**src/rtl/clk_switch_ctrl.sv**
```systemverilog
// Break-before-make gate sequencer for a four-input ICG clock mux; one gate open at most.
// Optional build macro CLK_SWITCH_LOCK_EN adds the sel_lock input that freezes source selection.
module clk_switch_ctrl #(
  parameter logic [1:0]  RESET_SEL     = 2'b00,
  parameter int unsigned GAP_CYCLES    = 4,
  parameter int unsigned SETTLE_CYCLES = 2
) (
  input  logic       clk,
  input  logic       reset_n,
  input  logic [1:0] clk_sel_req,
  input  logic       req_valid,
`ifdef CLK_SWITCH_LOCK_EN
  input  logic       sel_lock,
`endif
  output logic [3:0] gate_en,
  output logic [1:0] clk_sel_active,
  output logic       busy,
  output logic       switch_done
);

  localparam logic [1:0] ST_IDLE  = 2'd0;
  localparam logic [1:0] ST_DRAIN = 2'd1;
  localparam logic [1:0] ST_OPEN  = 2'd2;

  localparam logic [7:0] GAP_LOAD    = 8'(GAP_CYCLES - 1);
  localparam logic [7:0] SETTLE_LOAD = 8'(SETTLE_CYCLES - 1);

  if (GAP_CYCLES < 1 || GAP_CYCLES > 255) begin : g_gap_bad
    $error("clk_switch_ctrl: GAP_CYCLES must be within 1..255");
  end
  if (SETTLE_CYCLES < 1 || SETTLE_CYCLES > 255) begin : g_settle_bad
    $error("clk_switch_ctrl: SETTLE_CYCLES must be within 1..255");
  end

  logic lock_w;
`ifdef CLK_SWITCH_LOCK_EN
  assign lock_w = sel_lock;
`else
  assign lock_w = 1'b0;
`endif

  // Reset asserts asynchronously but is released only on a clock edge.
  logic [1:0] rst_sync_q;
  logic       rst_int_n;

  always_ff @(posedge clk or negedge reset_n) begin
    if (!reset_n) rst_sync_q <= 2'b00;
    else          rst_sync_q <= {rst_sync_q[0], 1'b1};
  end
  assign rst_int_n = rst_sync_q[1];

  logic [1:0] state_q,  state_d;
  logic [7:0] cnt_q,    cnt_d;
  logic [1:0] target_q, target_d;
  logic [1:0] active_q, active_d;
  logic [3:0] gate_q,   gate_d;
  logic       busy_q,   busy_d;
  logic       done_q,   done_d;
  logic       pend_vld_q, pend_vld_d;
  logic [1:0] pend_sel_q, pend_sel_d;

  logic       take_vld;
  logic [1:0] take_sel;

  // A live strobe always takes precedence over the stored pending request.
  assign take_vld = req_valid | pend_vld_q;
  assign take_sel = req_valid ? clk_sel_req : pend_sel_q;

  always_comb begin
    state_d    = state_q;
    cnt_d      = cnt_q;
    target_d   = target_q;
    active_d   = active_q;
    gate_d     = gate_q;
    busy_d     = busy_q;
    done_d     = 1'b0;
    pend_vld_d = pend_vld_q;
    pend_sel_d = pend_sel_q;

    if (state_q != ST_IDLE && req_valid) begin
      pend_vld_d = 1'b1;
      pend_sel_d = clk_sel_req;
    end

    case (state_q)
      ST_IDLE: begin
        pend_vld_d = 1'b0;
        busy_d     = 1'b0;
        if (!lock_w && take_vld && take_sel != active_q) begin
          target_d = take_sel;
          gate_d   = 4'b0000;
          busy_d   = 1'b1;
          cnt_d    = GAP_LOAD;
          state_d  = ST_DRAIN;
        end
      end
      ST_DRAIN: begin
        if (cnt_q == 8'd0) begin
          gate_d   = 4'(4'b0001 << target_q);
          active_d = target_q;
          cnt_d    = SETTLE_LOAD;
          state_d  = ST_OPEN;
        end else begin
          cnt_d = cnt_q - 8'd1;
        end
      end
      ST_OPEN: begin
        if (cnt_q == 8'd0) begin
          done_d  = 1'b1;
          busy_d  = pend_vld_d;
          state_d = ST_IDLE;
        end else begin
          cnt_d = cnt_q - 8'd1;
        end
      end
      default: begin
        state_d = ST_IDLE;
        gate_d  = 4'b0000;
      end
    endcase
  end

  always_ff @(posedge clk or negedge rst_int_n) begin
    if (!rst_int_n) begin
      state_q    <= ST_IDLE;
      cnt_q      <= 8'd0;
      target_q   <= RESET_SEL;
      active_q   <= RESET_SEL;
      gate_q     <= 4'(4'b0001 << RESET_SEL);
      busy_q     <= 1'b0;
      done_q     <= 1'b0;
      pend_vld_q <= 1'b0;
      pend_sel_q <= 2'b00;
    end else begin
      state_q    <= state_d;
      cnt_q      <= cnt_d;
      target_q   <= target_d;
      active_q   <= active_d;
      gate_q     <= gate_d;
      busy_q     <= busy_d;
      done_q     <= done_d;
      pend_vld_q <= pend_vld_d;
      pend_sel_q <= pend_sel_d;
    end
  end

  assign gate_en        = gate_q;
  assign clk_sel_active = active_q;
  assign busy           = busy_q;
  assign switch_done    = done_q;

endmodule

```
**config.mk**
```make
export PLATFORM = sky130hd
export DESIGN_NAME = clk_switch_ctrl
export DESIGN_NICKNAME = d
export VERILOG_FILES = /design/src/rtl/clk_switch_ctrl.sv
export SDC_FILE = /design/constraint.sdc
export NUM_CORES = 1
export LEC_CHECK = 0
export CAP_MARGIN = 20
export CORE_ASPECT_RATIO = 1.4
export CORE_MARGIN = 1
export CORE_UTILIZATION = 50
export CTS_CLUSTER_SIZE = 40
export DETAILED_ROUTE_END_ITERATION = 6
export GPL_TIMING_DRIVEN = 0
export PLACE_DENSITY = 0.81
export RECOVER_POWER = 100
export SLEW_MARGIN = 40
export SYNTH_ARGS = -nofsm -noshare
export SYNTH_HDL_FRONTEND = slang
export SYNTH_SLANG_ARGS = --single-unit
```
**constraint.sdc**
```tcl
create_clock -name clk -period 0.8 [get_ports clk]
set_input_delay 0.12 -clock clk [delete_from_list [all_inputs] [get_ports clk]]
set_output_delay 0.12 -clock clk [all_outputs]
set_load 0.005 [all_outputs]
```
Word-level counts from Yosys, hierarchy flattened --
Cells that the tools add are included.
Word-level totals: bits in registers 25, bits of input ports 5, output and inout port bits 8, word-level logic and storage cells 53
Cells by class: $add $sub $neg 1, equality and inequality tests 7, shift-type cells 1, multiplexer cells 19, bitwise logic cells 2, reductions and logical operators 13
Operator list (number):
- $mux W8 | 3
- $pmux W8 S3 | 1
- $pmux W4 S3 | 1
- $reduce_and A3 Y1 | 3
- $logic_not A8 Y1 | 1
- $mux W2 | 4
- $mux W4 | 2
- $ne A2 B2 Y1 const B | 4
- $sub A8 B1 Y8 const B | 1
- $mux W1 | 6
- $pmux W2 S3 | 1
- $reduce_and A2 Y1 | 3
- $reduce_bool A2 Y1 | 2
- $shl A1 B2 Y4 const A | 1
- $reduce_bool A3 Y1 | 1
- $eq A2 B1 Y1 const B | 1
- $eq A2 B2 Y1 const B | 1
- $logic_and A1 B1 Y1 | 2
- $logic_not A2 Y1 | 1
- $ne A2 B2 Y1 | 1
- $pmux W1 S2 | 1
- $not A1 Y1 | 1
- $or A1 B1 Y1 | 1

Depth between registers and ports, before layout --
depth in word-level cells 5, depth in mapped cells 7, gate-level depth less buffers 7

Worst setup path before layout --
No wires, ideal clock.
path type register to register, start point register cnt_q[3], end point register gate_q[1] (netlist: gate_en[1]), library setup time 0.125 ns, arrival time 2.221 ns, required time 0.675 ns, path slack -1.546 ns, cell stages (with the launch flop) 7, path buffers 1, clock period less this slack 2.346 ns, cells stage by stage dfrtp_1 > or4_4 > or4b_4 > buf_6 > a21oi_2 > and2b_4 > mux2_4
Between the ends: cells in the longest elaborated chain, start to end 3
Ends and longest elaborated chain:
- start: declaration | line 53 | logic [7:0] cnt_q, cnt_d;
- start signal: assignment | line 136 | cnt_q <= cnt_d;
- $logic_not A8 Y1 | line 98 | if (cnt_q == 8'd0) begin
- $ne A2 B2 Y1 (no source line)
- $reduce_and A3 Y1 (no source line)
- end signal: assignment | line 129 | gate_q <= 4'(4'b0001 << RESET_SEL);
- end signal: assignment | line 139 | gate_q <= gate_d;
- end: declaration | line 56 | logic [3:0] gate_q, gate_d;
Every way passes these cells. A chain may end at the register's enable or synchronous reset.

Final worst setup path --
start point register cnt_q[4], end point register gate_q[3] (netlist: gate_en[3])
Same word-level chain as after synthesis.

==> impl_metrics.tcl <==
set metrics [dict create \
    die_h_um 64.9 \
    drtIter0Drc 51 \
    start_util 0.535 \
    power_density_nw_per_um2 4490 \
    setup_slack_ps -1520 \
    grt_pass1_vias 1216 \
    synth_cells 130 \
    yosysWarnings 0 \
    wirelength_mm 3.43 \
    hpwlAfterDp_mm 2.10 \
    end_kind "register" \
    yosys.cell_count.top_type "dfrtp_1" \
    core_area_um2 2640 \
    maxSlewViolCount 0 \
    avgViaCountPerCell 5.93 \
    ys_ff_latch 25 \
    clockBufferDepth 2 \
    dr.pass1.iters 4 \
    violations "setup timing" \
    tightest_slew_ps 609 \
    post-route-min-period_ps 2320 \
    route.detailed.wl_per_inst_um 17.3 \
    grt_max_degree 24 \
    gp_congestion 0.922 \
    synth-seq-area-share 0.444 \
    synthFlopType "dfrtp_1" \
    grt_pass1_wl_mm 5.46 \
    start_kind "register" \
    final-setup-viol-count 31 \
    crit_type "register to register" \
    std_cell_rows 22 \
    maxSlewHeadroom 0.593 \
    grtUsageTotal 0.247 \
    nets 173 \
    die_w_um 46.9 \
    hold_viol 0 \
    grt.overflow.total 0 \
    yosysTopAreaCellShare 0.425 \
    drc_errors 0 \
    period_share 2.90 \
    root_buffer "clkbuf_4" \
    fp.dieArea_um2 3040 \
    synth_edf_count 0 \
    rsz0062_at_grt "true" \
    ir_drop_v 0.00293 \
    cellLeakagePower_nw 0.862 \
    syn_nets 140 \
    synth_top_area_cell "dfrtp_1" \
    syn_area_per_cell_um2 10.9 \
    crit_fanout 5 \
    clock-skew-final_ps 11.1 \
    path_clk_slew_ps 130 \
    netlist_area_um2 1410 \
    insertion_delay_ps 330 \
    outcome "finished with violations" \
    yosys-top-cells-count "dfrtp_1 (24), mux2_2 (9), nor2_1 (8)" \
    holdCritPathClass "register to asynchronous set/reset pin" \
    fin_area_um2 1870 \
    synth.distinct_cells 48 \
    htreeDepth 1 \
    cts.sink_count 25 \
    async_reset_ff_frac 1.00 \
    port_buffers 12 \
    cts_buffers 3 \
    antenna_cells 0 \
    cp.required_ps 1030 \
    antenna_found_initial 0 \
    io_pins 13 \
    cp.arrival_ps 2550 \
    drive_gt1_frac 0.463 \
    area.growth.synth_to_final_pct 32.2 \
    ant_nets 0 \
    tritoncts "built" \
    postPlaceCellArea_um2 1620 \
    synth.area.top_cells "dfrtp_1 (43%), mux2_2 (7.2%), ha_1 (4.4%)" \
    vias 1175 \
    place_worst_setup_slack_ps -1780 \
    drv_cap 0 \
    fmax_mhz 431 \
]
==> logic make-up (layout without fill, tap and decap cells) <==
family                   count (synthesis)  in the layout  synth area share
adder cells (fa/ha/maj)                  5              5            0.0443
multiplexers                            13             13             0.114
buffers and inverters                   11             43            0.0452
other                                    1              1           0.00265
flip-flops                              25             25             0.444
AND/OR/NAND/NOR                         42             42             0.180
XOR/XNOR                                 4              4            0.0248
AO/OA/AOI/OAI                           29             29             0.145
==> cell usage in the layout (no fill, tap or decap), types with 2 or more instances in the layout <==
cell type        Yosys  routed
xnor2_1              4       3
o22a_1               3       3
a21oi_1              5       4
clkbuf_4             0       3
mux2_2               9       4
dfrtp_2              0       2
dlygate4sd3_1        0       2
nor2_1               8       7
a21o_1               2       2
buf_4                1      15
o31ai_1              3       3
nand2_1              7       5
clkdlybuf4s50_1      0       4
mux2_4               4       9
nor4b_4              0       2
dfrtp_1             24      22
or3_1                3       3
buf_6                1       3
or4b_4               1       2
nor3_1               5       4
inv_1                6       4
o21ai_0              5       5
buf_2                1       7
ha_1                 5       4
inv_2                0       2
==> routing by layer <==
layer | share of wire | GRT usage
met1 | 0.39 | 0.262
met2 | 0.56 | 0.450
met3 | 0.023 | 0.0362
met5 | 0 | 0
met4 | 0.022 | 0.111
==> what timing repair did <==
item / 4_1_cts / 5_1_grt
hold buffers: 1 / 0
hold endpoints to repair: 2 / 0
buffers inserted: 11 / 5
endpoints found under the setup margin: 31 / 31
gates resized for setup: 39 / 18
pin swaps: 10 / 4
==> report_power, final <==
part           internal (mW)  switching, mW  total [mW]
combinational           2.88           2.63        5.50
clock                  0.196          0.371       0.567
sequential              1.76          0.560        2.32
total                   4.83           3.56        8.39
==> metrics by stage <==
step	utilization	hold WS [ps]	power [mW]	TNS [ps]	std cells
6_report	0.707	233	8.39	-29020	198
3_5_place_dp	0.612	254	6.32	-32000	178
3_3_place_gp	0.611	290	6.12	-35830	178
4_1_cts	0.663	256	7.54	-28820	193
5_1_grt	0.707	291	8.88	-30560	198
2_1_floorplan	-	-176	5.27	-24550	130
==> state kept, by name, indices dropped and copies added (netlist names) <==
name and count:
pend_vld_q 1, state_q 2, gate_en 4, pend_sel_q 2
busy 1, clk_sel_active 2, target_q 2, switch_done 1
cnt_q 8, rst_sync_q 2
==> final cells by class <==
type                            count  area [um2]
Tap cell                           36        45.0
Inverter                            6        22.5
Buffer                              4        33.8
Multi-Input combinational cell     94         885
Fill cell                         197         774
Sequential cell                    25         629
Clock buffer                        4        26.3
Timing Repair Buffer               29         226
==> path summary, 6_finish.rpt <==
path / startpoint / to / slack, ps / cells past startpoint
max in group asynchronous: reset_n / rst_sync_q[1]$_DFF_PN0_ / 120 / 2
setup reg to reg: cnt_q[4]$_DFFE_PN0P_ / gate_en[3]$_DFFE_PN0P_ / -1520 / 5
hold / removal: rst_sync_q[1]$_DFF_PN0_ / cnt_q[7]$_DFFE_PN0P_ / 230 / 0
setup / recovery: cnt_q[4]$_DFFE_PN0P_ / gate_en[3]$_DFFE_PN0P_ / -1520 / 5
min in group clk: rst_sync_q[0]$_DFF_PN0_ / rst_sync_q[1]$_DFF_PN0_ / 370 / 0
hold reg to reg: rst_sync_q[1]$_DFF_PN0_ / cnt_q[7]$_DFFE_PN0P_ / 230 / 0
==> critical path, cell delays in order, from the launching register on <==
cell and delay, ps:
dfrtp_1 400, or4_4 570, or4b_4 560, a21oi_4 170
and2b_4 220, mux2_4 310
(Power assumes the default switching activity.)
